## src/rtl/mhpm_ovf_pkg.sv

```systemverilog
// Shared constants and types for the HPM overflow event generator.
// Used by mhpm_counter_slice and mhpm_overflow_event_gen.
package mhpm_ovf_pkg;

  // Counter i is architectural mhpmcounter(HPM_BASE_IDX + i).
  localparam int HPM_BASE_IDX = 3;
  localparam int DEF_NUM_CNT  = 8;
  localparam int DEF_CNT_W    = 64;
  localparam int OVF_W        = 64;

  typedef enum logic {
    CK_COUNTER = 1'b0,
    CK_EVENT   = 1'b1
  } csr_kind_e;

  // Per-slice write controls decoded from the shared CSR write port.
  typedef struct packed {
    logic cnt_wr;
    logic evt_wr;
  } slice_wr_t;

  function automatic slice_wr_t decode_wr(input logic       wen,
                                          input csr_kind_e  kind,
                                          input logic [4:0] idx,
                                          input int         slot);
    slice_wr_t wr;
    logic      hit;
    hit       = wen && (idx == 5'(slot));
    wr.cnt_wr = hit && (kind == CK_COUNTER);
    wr.evt_wr = hit && (kind == CK_EVENT);
    return wr;
  endfunction

endpackage

```

## src/rtl/mhpm_counter_slice.sv

```systemverilog
// One hardware performance counter with its sticky overflow flag.
// A CSR counter write beats an increment; a hardware overflow beats an event write.
module mhpm_counter_slice
  import mhpm_ovf_pkg::*;
#(
  parameter int CNT_W = DEF_CNT_W
) (
  input  logic             clock,
  input  logic             reset,
  input  logic             inc_en,
  input  logic             cnt_wr,
  input  logic             evt_wr,
  input  logic [CNT_W-1:0] wdata,
  input  logic             of_wdata,
  output logic [CNT_W-1:0] cnt,
  output logic             of_flag
);

  logic [CNT_W-1:0] cnt_d;
  logic             of_d;
  logic             hw_ovf;

  // The wrap only counts as an overflow when the increment really lands.
  assign hw_ovf = inc_en && !cnt_wr && (&cnt);

  // NOTE: every always_comb output gets a default first so no path leaves it unassigned (no latch).
  always_comb begin
    cnt_d = cnt;
    if (cnt_wr) begin
      cnt_d = wdata;
    end else if (inc_en) begin
      cnt_d = cnt + CNT_W'(1);
    end
  end

  always_comb begin
    of_d = of_flag;
    if (hw_ovf) begin
      of_d = 1'b1;
    end else if (evt_wr) begin
      of_d = of_wdata;
    end
  end

  // NOTE: sequential state uses non-blocking assignments so all flops see pre-edge values.
  always_ff @(posedge clock or negedge reset) begin
    if (!reset) begin
      cnt     <= '0;
      of_flag <= 1'b0;
    end else begin
      cnt     <= cnt_d;
      of_flag <= of_d;
    end
  end

endmodule

```

## src/rtl/mhpm_overflow_event_gen.sv

```systemverilog
// HPM counter bank with overflow vector, difftest change events and optional LCOFI.
// Define MHPM_LCOFI_IRQ_EN to build the local counter-overflow interrupt.
module mhpm_overflow_event_gen
  import mhpm_ovf_pkg::*;
#(
  parameter int NUM_CNT = DEF_NUM_CNT,
  parameter int CNT_W   = DEF_CNT_W
) (
  input  logic                     clock,
  input  logic                     reset,
  input  logic [7:0]               io_coreid,
  input  logic [NUM_CNT-1:0]       inc,
  input  logic [NUM_CNT-1:0]       inhibit,
  input  logic                     csr_wen,
  input  logic                     csr_kind,
  input  logic [4:0]               csr_idx,
  input  logic [63:0]              csr_wdata,
  input  logic                     lcofi_clr,
  output logic [NUM_CNT*CNT_W-1:0] cnt_out,
  output logic [OVF_W-1:0]         ovf_vec,
  output logic                     dt_enable,
  output logic                     dt_valid,
  output logic [OVF_W-1:0]         dt_mhpmeventOverflow,
  output logic [7:0]               dt_coreid,
  output logic                     lcofi_pending
);

  csr_kind_e          kind;
  logic [NUM_CNT-1:0] of_bits;
  logic [OVF_W-1:0]   ovf_shadow;
  logic               ovf_changed;

  assign kind = csr_kind_e'(csr_kind);

  // Indices at or above NUM_CNT match no slot, so such writes fall away.
  for (genvar i = 0; i < NUM_CNT; i++) begin : g_slice
    slice_wr_t wr;
    assign wr = decode_wr(csr_wen, kind, csr_idx, i);

    mhpm_counter_slice #(
      .CNT_W (CNT_W)
    ) u_slice (
      .clock    (clock),
      .reset    (reset),
      .inc_en   (inc[i] && !inhibit[i]),
      .cnt_wr   (wr.cnt_wr),
      .evt_wr   (wr.evt_wr),
      .wdata    (csr_wdata[CNT_W-1:0]),
      .of_wdata (csr_wdata[63]),
      .cnt      (cnt_out[i*CNT_W +: CNT_W]),
      .of_flag  (of_bits[i])
    );
  end

  // The OF flags are flops, so the vector is already registered state.
  always_comb begin
    ovf_vec                            = '0;
    ovf_vec[HPM_BASE_IDX +: NUM_CNT]   = of_bits;
  end

  assign ovf_changed = (ovf_vec != ovf_shadow);

  // NOTE: reset clears every flop including the shadow, so leaving reset never looks like a change.
  always_ff @(posedge clock or negedge reset) begin
    if (!reset) begin
      ovf_shadow           <= '0;
      dt_valid             <= 1'b0;
      dt_enable            <= 1'b0;
      dt_mhpmeventOverflow <= '0;
      dt_coreid            <= '0;
    end else begin
      ovf_shadow <= ovf_vec;
      dt_valid   <= ovf_changed;
      dt_enable  <= ovf_changed;
      dt_coreid  <= io_coreid;
      if (ovf_changed) begin
        dt_mhpmeventOverflow <= ovf_vec;
      end
    end
  end

`ifdef MHPM_LCOFI_IRQ_EN
  logic of_rise;

  assign of_rise = |(ovf_vec & ~ovf_shadow);

  // A rise in the same cycle as a clear keeps the request raised.
  always_ff @(posedge clock or negedge reset) begin
    if (!reset) begin
      lcofi_pending <= 1'b0;
    end else begin
      lcofi_pending <= of_rise || (lcofi_pending && !lcofi_clr);
    end
  end
`else
  logic unused_lcofi_clr;

  assign unused_lcofi_clr = lcofi_clr;
  assign lcofi_pending    = 1'b0;
`endif

endmodule
```

## config.mk

```make
export PLATFORM = sky130hd
export DESIGN_NAME = mhpm_overflow_event_gen
export DESIGN_NICKNAME = d
export VERILOG_FILES = /design/src/rtl/mhpm_ovf_pkg.sv /design/src/rtl/mhpm_counter_slice.sv /design/src/rtl/mhpm_overflow_event_gen.sv
export SDC_FILE = /design/constraint.sdc
export NUM_CORES = 1
export LEC_CHECK = 0
export BUFFER_PORTS_ARGS = -buffer_cell sky130_fd_sc_hd__buf_2
export CELL_PAD_IN_SITES_DETAIL_PLACEMENT = 1
export CELL_PAD_IN_SITES_GLOBAL_PLACEMENT = 1
export CORE_AREA = 2 2 292 294
export DETAILED_ROUTE_END_ITERATION = 6
export DIE_AREA = 0 0 294 296
export GPL_ROUTABILITY_DRIVEN = 0
export PLACE_DENSITY = 0.78
export SYNTH_ARGS = -nofsm -noshare
export SYNTH_HDL_FRONTEND = slang
export SYNTH_SLANG_ARGS = --single-unit
```

## constraint.sdc

```tcl
create_clock -name clock -period 3.5 [get_ports clock]
set_clock_uncertainty 0.2 [all_clocks]
set_input_delay 0.175 -clock clock [delete_from_list [all_inputs] [get_ports clock]]
set_output_delay 0.175 -clock clock [all_outputs]
set_load 0.005 [all_outputs]
```

Word-level counts from Yosys, hierarchy flattened
Cells that the tools add are included.
Widths: inputs -> output; s select.
{"block": "totals", "ff_bits": 545, "latch_bits": 0, "ram_bits": 0, "mem_bits_ro": 0, "inputBits": 98, "output_inout_bits": 651, "wordCells": 158, "mem_count": 0}
{"block": "op_classes", "addsub": 8, "mul": 0, "div": 0, "n_lt_le_gt_ge": 0, "n_eq_ne": 8, "shifts": 0, "mux": 32, "bitwise_logic": 1, "n_reduce_logical": 89}
{"cell": "$mux 64", "count": 16}
{"cell": "$add 64x1->64 const B", "count": 8}
{"cell": "$reduce_and 64->1", "count": 8}
{"cell": "$logic_and 1x1->1", "count": 48}
{"cell": "$reduce_bool 2->1", "count": 16}
{"cell": "$eq 5x3->1 const B", "count": 4}
{"cell": "$logic_not 1->1", "count": 16}
{"cell": "$mux 1", "count": 16}
{"cell": "$eq 5x2->1 const B", "count": 2}
{"cell": "$ne 8x8->1", "count": 1}
{"cell": "$eq 5x1->1 const B", "count": 1}
{"cell": "$logic_not 5->1", "count": 1}
{"cell": "$not 1->1", "count": 1}

Longest topological paths before layout
{"block": "depth", "word_depth": 7, "depth_mapped": 9, "mapped_depth_nobuf": 7}

Cells and area by module
From an unflattened synthesis, not the netlist that was laid out.
{"block": "unflattened", "cells_unflattened": 3893, "hier_area_um2": 33696.1}
{"module": "mhpm_counter_slice at g_slice[0].u_slice ...", "n_inst": 7, "cells_per_inst": 467, "area_per_inst_um2": 4013.8, "seq_area_each_um2": 1626.6}
{"module": "mhpm_counter_slice at g_slice[4].u_slice", "n_inst": 1, "cells_per_inst": 430, "area_per_inst_um2": 3759.9, "seq_area_each_um2": 1626.6}
{"module": "mhpm_overflow_event_gen", "n_inst": 1, "cells_per_inst": 194, "area_per_inst_um2": 1839.3, "seq_area_each_um2": 625.6}

Worst setup path after synthesis
Ideal clock, no wire load.
{"block": "synth_timing", "path_type": "reg-to-reg", "start": "reg g_slice[0].u_slice.cnt[8]", "end": "reg g_slice[0].u_slice.cnt[54]", "setup_ps": 137, "arrival_ps": 2267, "t_required_ps": 3163, "path_slack_ps": 896, "stages_incl_launch_ff": 8, "path_buffers": 1, "synth_period_minus_slack_ps": 2604, "cell_sequence": "dfrtp_1 > nand3_1 > or4_4 > or4_4 > buf_6 > nor4_1 > xnor2_1 > a21oi_1"}
{"block": "synth_between", "elab_chain_len": 3}
{"element": "start, declared", "line_no": "mhpm_counter_slice.sv:15", "text": "output logic [CNT_W-1:0] cnt,"}
{"element": "start signal, assigned", "line_no": "mhpm_counter_slice.sv:51", "text": "cnt <= cnt_d;"}
{"element": "$add 64x1->64", "line_no": "mhpm_counter_slice.sv:32", "text": "cnt_d = cnt + CNT_W'(1);"}
{"element": "$mux 64", "line_no": "mhpm_counter_slice.sv:31", "text": "end else if (inc_en) begin"}
{"element": "$mux 64", "line_no": "mhpm_counter_slice.sv:29", "text": "if (cnt_wr) begin"}
No other way between the ends. The select of a mux whose other input is x is not followed.
A chain may end at the register's enable or synchronous reset.

Worst setup path after layout
Same ends and word-level chain as after synthesis.

==> summary.txt <==
Clocking
  • PostCTS Resize Cnt: 0
  • Clk buf depth: 3
  • Clock transition at path regs: 60 ps
  • Root buf cell: clkbuf_16
  • Clock Latency Late Sink: 610 ps
  • Number of buffers created by CTS: 68
  • TritonCTS clock tree: built
  • H-tree depth: 3
  • CTS Sinks: 545

Setup path
  • CP Capture Type: flip-flop
  • Critical Path Start: g_slice[0].u_slice.cnt[8]
  • Crit-path max FO: 18
  • CP peak stage delay: 730 ps
  • Worst-path cell chain: nand3_1, or4_4, or4_4, nor4_1, xnor2_1, a21oi_1
  • WP buf/inv: 0
  • Most common cell on crit path: or4_4
  • Crit path max-delay cell type: or4_4
  • R2R Setup Slk: 510 ps
  • Critical path class: reg -> reg
  • FF-to-FF Start: g_slice[0].u_slice.cnt[8]
  • Reg2Reg Depth: 6
  • Worst Setup Start Kind: flip-flop
  • Crit path max-delay family: simple AND/OR/NAND/NOR gates
  • Critical path arrival: 3280 ps
  • CP required: 3790 ps
  • Worst r2r dst: g_slice[0].u_slice.cnt[54]

Power
  • Static leakage power: 0.0168 uW
  • Maximum vdd drop: 0.415 mV
  • PwrDens: 573 mW/mm^2

Routing
  • Total wire length: 142 mm
  • WL/cell: 25.8 um
  • First-pass DRT Iterations: 5
  • Total number of vias: 31000
  • DR iter-0 viols: 2409
  • Antenna viol nets, final: 0
  • DRC Markers: 0
  • Vias/cell: 5.62

Global route
  • Initial antenna violation count: 0
  • Largest net degree at the start of global routing: 130
  • First-pass GRT wire length: 206 mm
  • Vias in the first global route: 31300
  • GRT Util Overall: 0.316
  • Overflow after GRT: 0

Timing
  • Least-Margin Pin Slew: 1050 ps
  • Max-slew violation count: 0
  • Setup TNS: 0 ps
  • Max frequency: 335 MHz
  • Final setup violating endpoints: 0
  • RSZ-0062 raised after global routing: false
  • Final hold viol count: 0
  • Slew HR: 0.299
  • Final min period: 2990 ps
  • Tcrit/Tclk final: 0.854

Synth
  • Syn Inst Count: 3666
  • Syn Area/Cell: 8.55 um^2
  • FFs w/ async S/R, synth: 1.00
  • Top FF cell, synth: dfrtp_1
  • Post-synthesis cell type count: 54
  • Mapped Area: 0.0313 mm^2
  • YS warnings: 0
  • Post-synthesis sequential area ratio: 0.435
  • Post-synth EDFFs: 0
  • #FFs+latches synth: 545

Finish
  • Design area: 0.0389 mm^2
  • Core Util, Final: 0.462
  • Share of layout cells above drive strength 1: 0.202
  • N_diodes: 0
  • Non-Filler Instances: 5508
  • Layout area overhead: 24.1%
  • Total Nets Final: 4473

Floorplan
  • Starting Density: 0.372
  • Chip height: 296 um
  • Die X: 294 um
  • Die Area: 0.0870 mm^2
  • IO Pins: 749
  • Area of the core: 0.0842 mm^2
  • Row Count: 107

Hold path
  • Hold Crit Class: in -> async

Placed design
  • Area after DPL: 0.0354 mm^2
  • DPL Wire Length: 104 mm
  • Dpl cells: 5270
  • I/O Buffers: 634

Flow run
  • MaxCap Viol Count: 0

Outcome
  • Status: finished, final reports clean
## layout make-up
class                      instances  area (um^2)
clock inverter                    20          263
inverter                          47          176
fill                           10100        45300
sequential                       545        13600
timing repair buffer             853         5230
multi-input combinational       2852        16200
clock buffer                     101         2040
tap                             1090         1360
## registers in the layout (all words and copies together) (netlist names)
register	cells
dt_enable	1
g_slice.u_slice.of_flag	8
dt_mhpmeventOverflow	8
ovf_shadow	8
dt_coreid	8
g_slice.u_slice.cnt	512
## per-stage QoR
stage	hold WS, ps	total power (uW)	setup slack [ps]
floorplan	-321	11600	896
global placement	83.3	14400	627
detailed placement	85.2	14600	542
CTS	50.4	22200	522
global route	84.6	23200	411
finish	21.7	22300	512
## timing repair
item,in CTS,in global routing
hold buffers,117,0
buffers inserted,0,0
hold endpoints to repair,629,0
## Yosys cell counts (85+ instances only)
| cell type | instances | share of area |
|---|---|---|
| a21oi_1 | 393 | 0.063 |
| and3_1 | 90 | 0.018 |
| buf_4 | 122 | 0.029 |
| clkbuf_1 | 141 | 0.017 |
| dfrtp_1 | 545 | 0.44 |
| nand2_1 | 321 | 0.038 |
| nand3_1 | 184 | 0.029 |
| nand4_1 | 182 | 0.036 |
| nor2_1 | 537 | 0.064 |
| nor3_1 | 121 | 0.019 |
| nor4_1 | 85 | 0.017 |
| o21ai_0 | 116 | 0.019 |
| xnor2_1 | 299 | 0.084 |
| xor2_1 | 203 | 0.057 |
## per-layer routing
| layer | GRT usage | vias up | wire, um |
|---|---|---|---|
| met5 | 0 | - | 0 |
| met4 | 0.160 | 0 | 7740 |
| met3 | 0.0706 | 316 | 10500 |
| met2 | 0.514 | 1180 | 66800 |
| met1 | 0.394 | 15700 | 56900 |
| li1 | - | 13800 | - |
## placed cells by master (no fill, tap or decap), types with 113 or more instances in the layout
cell and count:
buf_2 633, dfrtp_1 545, nor2_1 536, a21oi_1 393, nand2_1 318, xnor2_1 299, xor2_1 203, nand4_1 182
nand3_1 182, nor3_1 120, dlygate4sd3_1 117, o21ai_0 116, conb_1 113
## power by group
part	switching (uW)	internal [uW]
sequential	2040	7630
combinational	2750	2410
clock	3010	4410
## how the worst max path moves through the flow
stage	cells past startpoint	slack, ps	to
2_1_floorplan	7	900	g_slice[0].u_slice.cnt[54]
3_3_place_gp	6	630	g_slice[0].u_slice.cnt[60]
3_5_place_dp	6	540	g_slice[0].u_slice.cnt[54]
4_1_cts	6	520	g_slice[0].u_slice.cnt[54]
5_1_grt	6	410	g_slice[0].u_slice.cnt[54]
6_report	6	510	g_slice[0].u_slice.cnt[54]
## kinds of logic (layout without fill, tap and decap cells)
kind of cell	Yosys count	after routing	synth area share
simple gates	1676	1676	0.262
flops	545	545	0.435
compound gates	524	524	0.0847
xor+xnor	502	502	0.140
buf+inv	381	1021	0.0647
mux	29	29	0.00986
fa+ha+maj	8	8	0.00319
other cells	1	113	0.000120
Note: power is estimated with default switching activity, not from simulation.
